--- config.mk ---
export PLATFORM = sky130hd
export DESIGN_NAME = uart_tx_arbiter
export DESIGN_NICKNAME = d
export VERILOG_FILES = /design/src/rtl/uart_tx_arbiter.sv
export SDC_FILE = /design/constraint.sdc
export NUM_CORES = 1
export LEC_CHECK = 0
export CAP_MARGIN = 30
export CORE_MARGIN = 2
export CORE_UTILIZATION = 35
export DETAILED_ROUTE_END_ITERATION = 6
export GPL_TIMING_DRIVEN = 0
export PLACE_DENSITY = 0.73
export RECOVER_POWER = 100
export SLEW_MARGIN = 40
export SYNTH_ARGS = -nofsm -noshare
export SYNTH_HDL_FRONTEND = slang
export SYNTH_SLANG_ARGS = --single-unit
--- constraint.sdc ---
create_clock -name clk -period 3.1 [get_ports clk]
set_input_delay 0.31 -clock clk [delete_from_list [all_inputs] [get_ports clk]]
set_output_delay 0.31 -clock clk [all_outputs]
set_load 0.005 [all_outputs]
--- src/rtl/uart_tx_arbiter.sv ---
// Round-robin arbiter sharing one uart_tx between N_REQ byte-stream requesters.
// A grant lasts for a whole packet (until a byte flagged last) or until the owner stalls too long.
module uart_tx_arbiter #(
  parameter int N_REQ        = 4,
  parameter int DATA_BITS    = 8,
  parameter int HOLD_TIMEOUT = 0
) (
  input  logic                         clk,
  input  logic                         reset,
  input  logic [N_REQ-1:0]             req_valid,
  input  logic [N_REQ*DATA_BITS-1:0]   req_data,
  input  logic [N_REQ-1:0]             req_last,
  output logic [N_REQ-1:0]             req_ready,
  output logic                         tx_start,
  output logic [DATA_BITS-1:0]         tx_data,
  input  logic                         tx_ready,
  output logic                         grant_valid,
  output logic [$clog2(N_REQ)-1:0]     grant_id,
  output logic                         busy
);

  localparam int ID_W  = $clog2(N_REQ);
  localparam int CNT_W = (HOLD_TIMEOUT > 0) ? $clog2(HOLD_TIMEOUT + 1) : 1;

  typedef enum logic [1:0] {IDLE, HOLD, START, WAIT_TX} state_t;

  state_t               state, state_next;
  logic [ID_W-1:0]      ptr, ptr_next;
  logic [ID_W-1:0]      grant_id_next;
  logic                 grant_valid_next;
  logic [DATA_BITS-1:0] tx_data_next;
  logic                 tx_start_next;
  logic                 last_q, last_next;
  logic [CNT_W-1:0]     cnt, cnt_next;

  logic [2*N_REQ-1:0]   rot;
  logic [ID_W-1:0]      offset;
  logic [ID_W:0]        win_sum;
  logic [ID_W-1:0]      winner;
  logic [ID_W-1:0]      next_id;
  logic                 owner_valid;
  logic                 owner_last;
  logic [DATA_BITS-1:0] owner_data;
  logic                 accept;
  logic                 timed_out;

  // Rotate the request vector so that bit 0 is the requester at ptr; the lowest set bit wins.
  always_comb begin
    rot    = {req_valid, req_valid} >> ptr;
    offset = '0;
    for (int k = N_REQ - 1; k >= 0; k--) begin
      if (rot[k]) offset = ID_W'(k);
    end
    win_sum = {1'b0, ptr} + {1'b0, offset};
    if (win_sum >= (ID_W+1)'(N_REQ)) win_sum = win_sum - (ID_W+1)'(N_REQ);
    winner = win_sum[ID_W-1:0];
  end

  always_comb begin
    owner_valid = 1'b0;
    owner_last  = 1'b0;
    owner_data  = '0;
    for (int i = 0; i < N_REQ; i++) begin
      if (grant_id == ID_W'(i)) begin
        owner_valid = req_valid[i];
        owner_last  = req_last[i];
        owner_data  = req_data[i*DATA_BITS +: DATA_BITS];
      end
    end
  end

  assign accept    = (state == HOLD) && tx_ready && owner_valid;
  assign next_id   = (grant_id == ID_W'(N_REQ - 1)) ? '0 : grant_id + 1'b1;
  assign timed_out = (HOLD_TIMEOUT != 0) && ((int'(cnt) + 1) >= HOLD_TIMEOUT);
  assign busy      = (state != IDLE);

  always_comb begin
    req_ready = '0;
    for (int i = 0; i < N_REQ; i++) begin
      if (accept && (grant_id == ID_W'(i))) req_ready[i] = 1'b1;
    end
  end

  always_comb begin
    state_next       = state;
    ptr_next         = ptr;
    grant_id_next    = grant_id;
    grant_valid_next = grant_valid;
    tx_data_next     = tx_data;
    tx_start_next    = 1'b0;
    last_next        = last_q;
    cnt_next         = cnt;
    unique case (state)
      IDLE: begin
        if (|req_valid) begin
          grant_id_next    = winner;
          grant_valid_next = 1'b1;
          cnt_next         = '0;
          state_next       = HOLD;
        end
      end
      HOLD: begin
        if (accept) begin
          tx_data_next  = owner_data;
          last_next     = owner_last;
          tx_start_next = 1'b1;
          cnt_next      = '0;
          state_next    = START;
        end else begin
          // Saturate rather than wrap so a stalled owner can never look fresh again.
          if (cnt != '1) cnt_next = cnt + 1'b1;
          if (timed_out) begin
            grant_valid_next = 1'b0;
            ptr_next         = next_id;
            state_next       = IDLE;
          end
        end
      end
      START: begin
        state_next = WAIT_TX;
      end
      WAIT_TX: begin
        if (tx_ready) begin
          if (last_q) begin
            grant_valid_next = 1'b0;
            ptr_next         = next_id;
            state_next       = IDLE;
          end else begin
            cnt_next   = '0;
            state_next = HOLD;
          end
        end
      end
      default: state_next = IDLE;
    endcase
  end

  always_ff @(posedge clk) begin
    if (reset) begin
      state       <= IDLE;
      ptr         <= '0;
      grant_id    <= '0;
      grant_valid <= 1'b0;
      tx_data     <= '0;
      tx_start    <= 1'b0;
      last_q      <= 1'b0;
      cnt         <= '0;
    end else begin
      state       <= state_next;
      ptr         <= ptr_next;
      grant_id    <= grant_id_next;
      grant_valid <= grant_valid_next;
      tx_data     <= tx_data_next;
      tx_start    <= tx_start_next;
      last_q      <= last_next;
      cnt         <= cnt_next;
    end
  end

endmodule

==> results of run 1 <==
==> per-stage QoR <==
step / total power [mW] / setup slack [ns] / instances / area (um2) / hold WS (ns)
2_1_floorplan: 0.6805 / 1.110 / 159 / 1214 / 0.3824
3_3_place_gp: 0.9060 / 0.4646 / 261 / 1832 / 0.4689
3_5_place_dp: 0.9099 / 0.4667 / 261 / 1832 / 0.4785
4_1_cts: 1.033 / 0.1839 / 265 / 1859 / 0.4934
5_1_grt: 1.097 / 0.02365 / 265 / 1859 / 0.5313
6_report: 1.006 / 0.1794 / 265 / 1859 / 0.4911
==> kinds of logic after synthesis <==
family,share of synthesized area
AOI/OAI and AO/OA,0.3289
and+or+nand+nor,0.1959
buffers and inverters,0.08040
DFF,0.2804
adders and majority gates,0.08248
muxes,0.02474
xor gates and xnor gates,0.007218
==> cell usage after synthesis (3+ instances only) <==
library cell,number,area share
nor3_1,9,0.037
clkbuf_1,9,0.028
a221oi_1,10,0.072
a21oi_1,22,0.091
mux2i_1,3,0.025
nor2b_1,9,0.046
nor2_1,10,0.031
o21ai_0,11,0.045
nand2_1,6,0.019
buf_2,3,0.012
and2_1,4,0.021
dfxtp_1,17,0.28
ha_1,8,0.082
o211ai_1,3,0.019
inv_1,9,0.028
==> layout by cell type, fill, tap and decap left out, types with 2 or more instances in the layout <==
| cell type | instances |
|---|---|
| and2_1 | 4 |
| ha_1 | 8 |
| nor2_1 | 10 |
| clkbuf_2 | 2 |
| o21ai_1 | 2 |
| nand2_1 | 6 |
| dlygate4sd3_1 | 15 |
| o2111ai_1 | 2 |
| inv_1 | 9 |
| a21o_1 | 2 |
| o21ai_0 | 11 |
| nor3_1 | 9 |
| mux2i_1 | 3 |
| o211ai_1 | 3 |
| a21oi_1 | 22 |
| clkdlybuf4s50_1 | 41 |
| clkbuf_1 | 9 |
| dfxtp_1 | 17 |
| nor2b_1 | 9 |
| nand3_1 | 2 |
| a221oi_1 | 10 |
| clkbuf_4 | 3 |
==> layer usage <==
| metal | up-vias | GRT usage |
|---|---|---|
| met2 | 28 | 0.2819 |
| met4 | 0 | 0.06111 |
| met3 | 4 | 0.01261 |
| li1 | 707 | - |
| met5 | - | 0 |
| met1 | 603 | 0.2582 |
==> registers in the layout (all words and copies together), names as in the netlist <==
register     count
grant_id         2
grant_valid      1
ptr              2
tx_start         1
last_q           1
tx_data          8
state            2
==> worst paths after layout <==
path / start / endpoint / slack (ns) / depth (start not counted)
min: state[1] / state[1] / 0.49 / 2
min reg2reg: state[1] / state[1] / 0.49 / 2
max reg2reg: grant_id[0] / state[0] / 0.94 / 8
max: grant_id[0] / req_ready[1] / 0.18 / 9
==> layout make-up <==
cell class / count / area (um2) / area share
plain buffers: 14 / 63.81 / 0.03432
clock buffers: 3 / 22.52 / 0.01211
clock inverters: 1 / 5.005 / 0.002692
inverters: 9 / 33.78 / 0.01817
multi-input cells: 119 / 775.7 / 0.4172
flip-flops and latches: 17 / 340.3 / 0.1830
well taps: 46 / 57.56 / 0.03096
repair buffers: 56 / 560.5 / 0.3015
==> tightest hold or removal path: stages (launching register included) <==
cell	delay (ns)
dfxtp_1	0.34
nand2_1	0.06
mux2i_1	0.06
==> power breakdown <==
part           total, mW  switching (mW)  internal [mW]
Sequential         0.298          0.0337          0.265
Combinational      0.587           0.288          0.300
Clock              0.120          0.0724         0.0479
==> qor.txt, run 1 <==
Outcome -> finished, final reports clean
DR pass1 iterations -> 4
Fmax -> 342.4 MHz
Final HPWL DP -> 2726 um
Final WL -> 3519 um
I/O pin count -> 60
Worst path required time -> 2.79 ns
Synthesized flop and latch total -> 17
Synthesis Warnings -> 0
Post-Syn Nets -> 210
Hold-fix buffer count after cts -> 0
Asr flop ratio synth -> 0
Leak -> 0.7466 nW
Initial antenna violation count -> 0
Initial Util -> 0.3637
Deepest clock path buffer count -> 2
Syn-to-layout area delta -> 53.20%
Root Driver -> clkbuf_4
Synth Flop Type -> dfxtp_1
Avg Inst Size Synth -> 7.633 um2
Final nets -> 271
Total track usage -> 0.1798
WS Path Type -> reg -> out
Fillers -> 345
Crit-path cells -> inv_1 -> ha_1 -> nor2b_1 -> buf_6 -> a22o_1 -> o31a_1 -> clkbuf_2 -> and2_1 -> clkdlybuf4s50_1
First-pass GRT wire length -> 5878 um
Die width -> 62.89 um
Vias -> 1342
HP Class -> reg -> reg
Post-layout min period -> 2.921 ns
Die Ht -> 62.89 um
Endpoint type of the worst setup path -> output port
TritonCTS clock tree -> yes
CTS Buf Count -> 3
Met2 routed WL -> 1622 um
Synth cell types -> 37
Diodes inserted -> 0
Largest net degree at the start of global routing -> 11
Crit path max-delay family -> buffers and inverters
Slowest Stage Delay on Critical Path -> 0.44 ns
Core Util, Final -> 0.5572
H-tree depth -> 1
Final TNS setup -> 0 ns
Vias in the first global route -> 1262
Final setup fails -> 0
Startpoint Class -> register
Final ANT Viol Nets -> 0
Clk sinks -> 17
Crit-path slowest cell -> dfxtp_1
Die area -> 0.003955 mm2
IO buf count -> 56
Final Max Tran Viols -> 0
Drt initial violations -> 129
Std-Cell Rows -> 21
Share of layout cells above drive strength 1 -> 0.04110
Worst skew pair latency -> 0.29 ns
DRC viols -> 0
GP Congestion -> 0.8115
Worst Path Arrival -> 2.61 ns
EDFF count, synth -> 0
WL/cell -> 13.28 um
Core area -> 0.003337 mm2
Post_cts resized -> 0
Mapped Cells -> 159
Period Utilization, post-route -> 0.9421
Worst slew pin tran -> 0.5252 ns
CP Max Fanout -> 10
Final hold violation count -> 0
PD cells -> 541.1 mW/mm2
Via/cell ratio -> 5.064
Unrepaired setup endpoints after global routing -> false
Clk slew on worst S/H paths -> 0.10 ns
Slew headroom -> 0.6499
Met1 WL -> 1737 um
Max Cap Violations -> 0
Cell area after synthesis -> 0.001214 mm2
Clk_skew -> 0.004133 ns
Wire length on met3 -> 106 um
Total congestion overflow -> 0
Worst VDD drop -> 0.0003359 V
Buffers plus inverters on the worst setup path -> 4
Top routing layer used -> met4
Setup Fix Bufs, Post-CTS -> 0
Sequential-to-total area share from yosys stat -> 0.2804
Note: power is estimated with default switching activity, not from simulation.
==> run 2, diff against run 1 <==
- clock period: 3.1 -> 3.6 ns (I/O delays scaled with it)
==> run 2 against run 1 <==
Combinational power shrank 16%. Largest cell class unchanged. Worst hold slack is essentially flat. Clock power shrank 15%.
==> qor.txt, run 2 (synthesis gave the netlist of run 1 again) <==
Post-Layout Inst Area -> 0.001847 mm2
Die width -> 62.89 um
Worst Path Arrival -> 2.74 ns
Diodes inserted -> 0
Clk slew on worst S/H paths -> 0.10 ns
Max reg flops -> 8
DRC viols -> 0
CTS Buf Count -> 3
Most common cell after layout, fill and taps aside -> clkdlybuf4s50_1
Via/cell ratio -> 5.113
Total track usage -> 0.1798
Biggest register -> tx_data
Reg-to-Reg Start -> grant_id[0]
Final HPWL DP -> 2726 um
Slew headroom -> 0.6638
Vias -> 1355
TritonCTS clock tree -> yes
Worst Setup Slack, final -> 0.4979 ns
Crit-path slowest cell -> clkdlybuf4s50_1
Crit path max-delay family -> buffers and inverters
Slowest Stage Delay on Critical Path -> 0.49 ns
Std-Cell Rows -> 21
Launch point of the worst path -> grant_id[1]
Final hold violation count -> 0
Share of layout cells above drive strength 1 -> 0.03196
Worst skew pair latency -> 0.29 ns
GP Congestion -> 0.8115
Vias in the first global route -> 1262
Die area -> 0.003955 mm2
Drt initial violations -> 148
Hold-fix buffer count after cts -> 0
CP Max Fanout -> 10
Final TNS setup -> 0 ns
Endpoint type of the worst setup path -> output port
Period Utilization, post-route -> 0.8617
Syn-to-layout area delta -> 52.16%
First-pass GRT wire length -> 5878 um
Outcome -> finished, final reports clean
WL/cell -> 13.35 um
Largest net degree at the start of global routing -> 11
Startpoint Class -> register
Crit-path cells -> inv_1 -> ha_1 -> nor2b_1 -> clkbuf_1 -> a22o_1 -> o31a_1 -> buf_2 -> and2_1 -> clkdlybuf4s50_1
H-tree depth -> 1
Final WL -> 3537 um
Post-layout min period -> 3.102 ns
Worst path required time -> 3.24 ns
Buffers plus inverters on the worst setup path -> 4
Final ANT Viol Nets -> 0
PD cells -> 461.7 mW/mm2
Leak -> 0.7415 nW
Final Max Tran Viols -> 0
Pre-CTS WS -> 0.8667 ns
Clk sinks -> 17
Worst VDD drop -> 0.0002852 V
Hold path startpoint -> state[1]
Post_cts resized -> 0
Core area -> 0.003337 mm2
Max Cap Violations -> 0
Deepest clock path buffer count -> 2
HP Class -> reg -> reg
IO buf count -> 56
DR pass1 iterations -> 4
Fmax -> 322.4 MHz
Total congestion overflow -> 0
Setup Fix Bufs, Post-CTS -> 0
WS Path Type -> reg -> out
Die Ht -> 62.89 um
Final setup fails -> 0
I/O pin count -> 60
Initial antenna violation count -> 0
Final nets -> 271
Unrepaired setup endpoints after global routing -> false
Initial Util -> 0.3637
Placed inst area -> 0.001832 mm2
Commonest non-fill, non-tap cells in the layout -> clkdlybuf4s50_1, a21oi_1, dfxtp_1, dlygate4sd3_1, o21ai_0
Root Driver -> clkbuf_4
Worst slew pin tran -> 0.5001 ns
Clk_skew -> 0.005697 ns
-- run 2: final cells by class --
class                      count  area [um2]
timing repair buffer          56       560.5
clock buffer                   3       22.52
fill                         347        1490
tap                           46       57.56
buffer                        14       56.30
sequential                    17       340.3
clock inverter                 1       5.005
inverter                       9       33.78
multi-input combinational    119       770.7
-- run 2: per-stage QoR --
stage	total power, mW	std cells	hold slack, ns	utilization
after floorplan	0.5860	159	0.4324	-
final	0.8527	265	0.4907	0.5534
after global placement	0.7802	261	0.4689	0.5489
after detailed placement	0.7836	261	0.4785	0.5489
after CTS	0.8892	265	0.4934	0.5572
after global routing	0.9301	265	0.5313	0.5534
-- run 2: power breakdown --
group	internal (mW)	switching, mW	leakage, nW
sequential	0.228	0.0290	0.139
combinational	0.246	0.247	0.585
clock	0.0413	0.0608	0.0177
-- run 2: worst paths after layout --
path         depth (start not counted)      endpoint  slack [ns]
min reg2reg                          2      state[1]        0.49
max                                  9  req_ready[1]        0.50
min                                  2      state[1]        0.49
max reg2reg                          8      state[0]        1.28
-- run 2: tightest hold or removal path: stages (launching register included) --
cell	delay (ns)
dfxtp_1	0.33
nand2_1	0.06
mux2i_1	0.06
-- run 2: per-layer routing --
layer  up-vias  wire length, um  global-route usage  share of wire
met5         -                0                   0              0
met4         0               53             0.06111          0.015
met3         4              105             0.01261          0.030
met2        28             1627              0.2819           0.46
met1       616             1751              0.2582           0.50
li1        707                -                   -              -
==> run 3, diff against run 2 <==
- MAX_ROUTING_LAYER: not set -> met4
==> run 3 against run 2 <==
Cell count did not move. Total power rose by 0.11%. Clock skew rose by 0.0023 ns. Sequential power about the same. First-iteration DRC count fell by 4.1%. Via count is 0.74% lower. Final area did not move. Register-to-register slack better by 0.03 ns. Core utilization unchanged. Non-clock buffer count unchanged. Highest routed layer unchanged.
==> qor.txt, run 3 (synthesis gave the netlist of run 1 again) <==
Post-layout min period -> 3.089 ns
Deepest clock path buffer count -> 2
Largest net degree at the start of global routing -> 11
DRC viols -> 0
Unrepaired setup endpoints after global routing -> false
Period Utilization, post-route -> 0.8581
Worst VDD drop -> 0.0002868 V
Worst Path Arrival -> 2.73 ns
Total track usage -> 0.1848
Total power draw -> 0.8536 mW
TritonCTS clock tree -> yes
WS Path Type -> reg -> out
Max Cap Violations -> 0
Cell-internal power -> 0.5154 mW
Logic pwr share -> 0.578
First-pass GRT wire length -> 5885 um
Commonest non-fill, non-tap cells in the layout -> clkdlybuf4s50_1, a21oi_1, dfxtp_1, dlygate4sd3_1, o21ai_0
Fillers -> 347
Root Driver -> clkbuf_4
Hold-fix buffer count after cts -> 0
Via/cell ratio -> 5.075
Most common cell after layout, fill and taps aside -> clkdlybuf4s50_1
Worst skew pair latency -> 0.29 ns
Share of layout cells above drive strength 1 -> 0.03196
Drt initial violations -> 142
CTS Buf Count -> 3
Total congestion overflow -> 0
Leak -> 0.7415 nW
Clk_skew -> 0.007960 ns
Vias -> 1345
Initial Util -> 0.3637
Fmax -> 323.7 MHz
Biggest register -> tx_data
WL/cell -> 13.37 um
Outcome -> finished, final reports clean
Clock power share -> 0.122
Endpoint type of the worst setup path -> output port
Initial antenna violation count -> 0
DR pass1 iterations -> 4
Final TNS setup -> 0 ns
Final WL -> 3542 um
Worst path required time -> 3.24 ns
Max reg flops -> 8
Diodes inserted -> 0
H-tree depth -> 1
I/O pin count -> 60
Die area -> 0.003955 mm2
Pre-CTS WS -> 0.8667 ns
HP Class -> reg -> reg
Worst slew pin tran -> 0.5123 ns
Slew headroom -> 0.6585
IO buf count -> 56
CP Max Fanout -> 10
Die Ht -> 62.89 um
Setup Fix Bufs, Post-CTS -> 0
Switching share of power -> 0.3962
Startpoint Class -> register
Final Max Tran Viols -> 0
Final nets -> 271
Final ANT Viol Nets -> 0
GP Congestion -> 0.8235
Switching pwr -> 0.3382 mW
Part of the power in registers -> 0.301
Final HPWL DP -> 2726 um
Final setup fails -> 0
Post_cts resized -> 0
PD cells -> 462.2 mW/mm2
Std-Cell Rows -> 21
Core area -> 0.003337 mm2
Clk slew on worst S/H paths -> 0.10 ns
Syn-to-layout area delta -> 52.16%
Worst Setup Slack, final -> 0.5110 ns
Clk sinks -> 17
Vias in the first global route -> 1268
Final hold violation count -> 0
Die width -> 62.89 um
[run 3: cell counts in the layout (fill, tap and decap cells not counted)]
Identical to the previous run, type by type.
[run 3: metal layers]
metal	up-vias	part of all wire	global-route usage
li1	702	-	-
met1	610	0.48	0.2582
met2	29	0.48	0.2819
met3	4	0.032	0.01261
met4	0	0.010	0.06111
met5	-	0	-
[run 3: path summary, 6_finish.rpt]
path,start,end,slack (ns),cells past startpoint
max reg2reg,grant_id[0],state[0],1.31,8
max,grant_id[1],req_ready[1],0.51,9
min,state[1],state[1],0.49,2
min reg2reg,state[1],state[1],0.49,2
[run 3: final cells by class]
cell class,count,area (um2),area share
clock inverters,1,5.005,0.002710
clock buffers,3,22.52,0.01220
well taps,46,57.56,0.03117
repair buffers,56,560.5,0.3035
inverters,9,33.78,0.01829
plain buffers,14,56.30,0.03049
flip-flops and latches,17,340.3,0.1843
multi-input cells,119,770.7,0.4173
[run 3: power by group through the flow]
| stage | Sequential (mW) | Clock, mW | Combinational, mW |
|---|---|---|---|
| global route | 0.264 | 0.116 | 0.550 |
| global placement | 0.263 | 0 | 0.518 |
| floorplan | 0.261 | 0 | 0.325 |
| CTS | 0.259 | 0.107 | 0.523 |
| finish | 0.257 | 0.104 | 0.493 |
| detailed placement | 0.263 | 0 | 0.521 |
[run 3: worst max-delay path, cell delays in order (launching register included)]
cell and delay (ns):
dfxtp_1 0.41, inv_1 0.08, ha_1 0.22, nor2b_1 0.11, clkbuf_1 0.39, a22o_1 0.22
o31a_1 0.14, buf_2 0.22, and2_1 0.15, clkdlybuf4s50_1 0.49
[run 3: through the flow]
step	cell area, um2	hold WS [ns]	cells	utilization
3_5_place_dp	1832	0.4785	261	0.5489
3_3_place_gp	1832	0.4689	261	0.5489
4_1_cts	1859	0.4934	265	0.5572
6_report	1847	0.4908	265	0.5534
5_1_grt	1847	0.5313	265	0.5534
2_1_floorplan	1214	0.4324	159	-
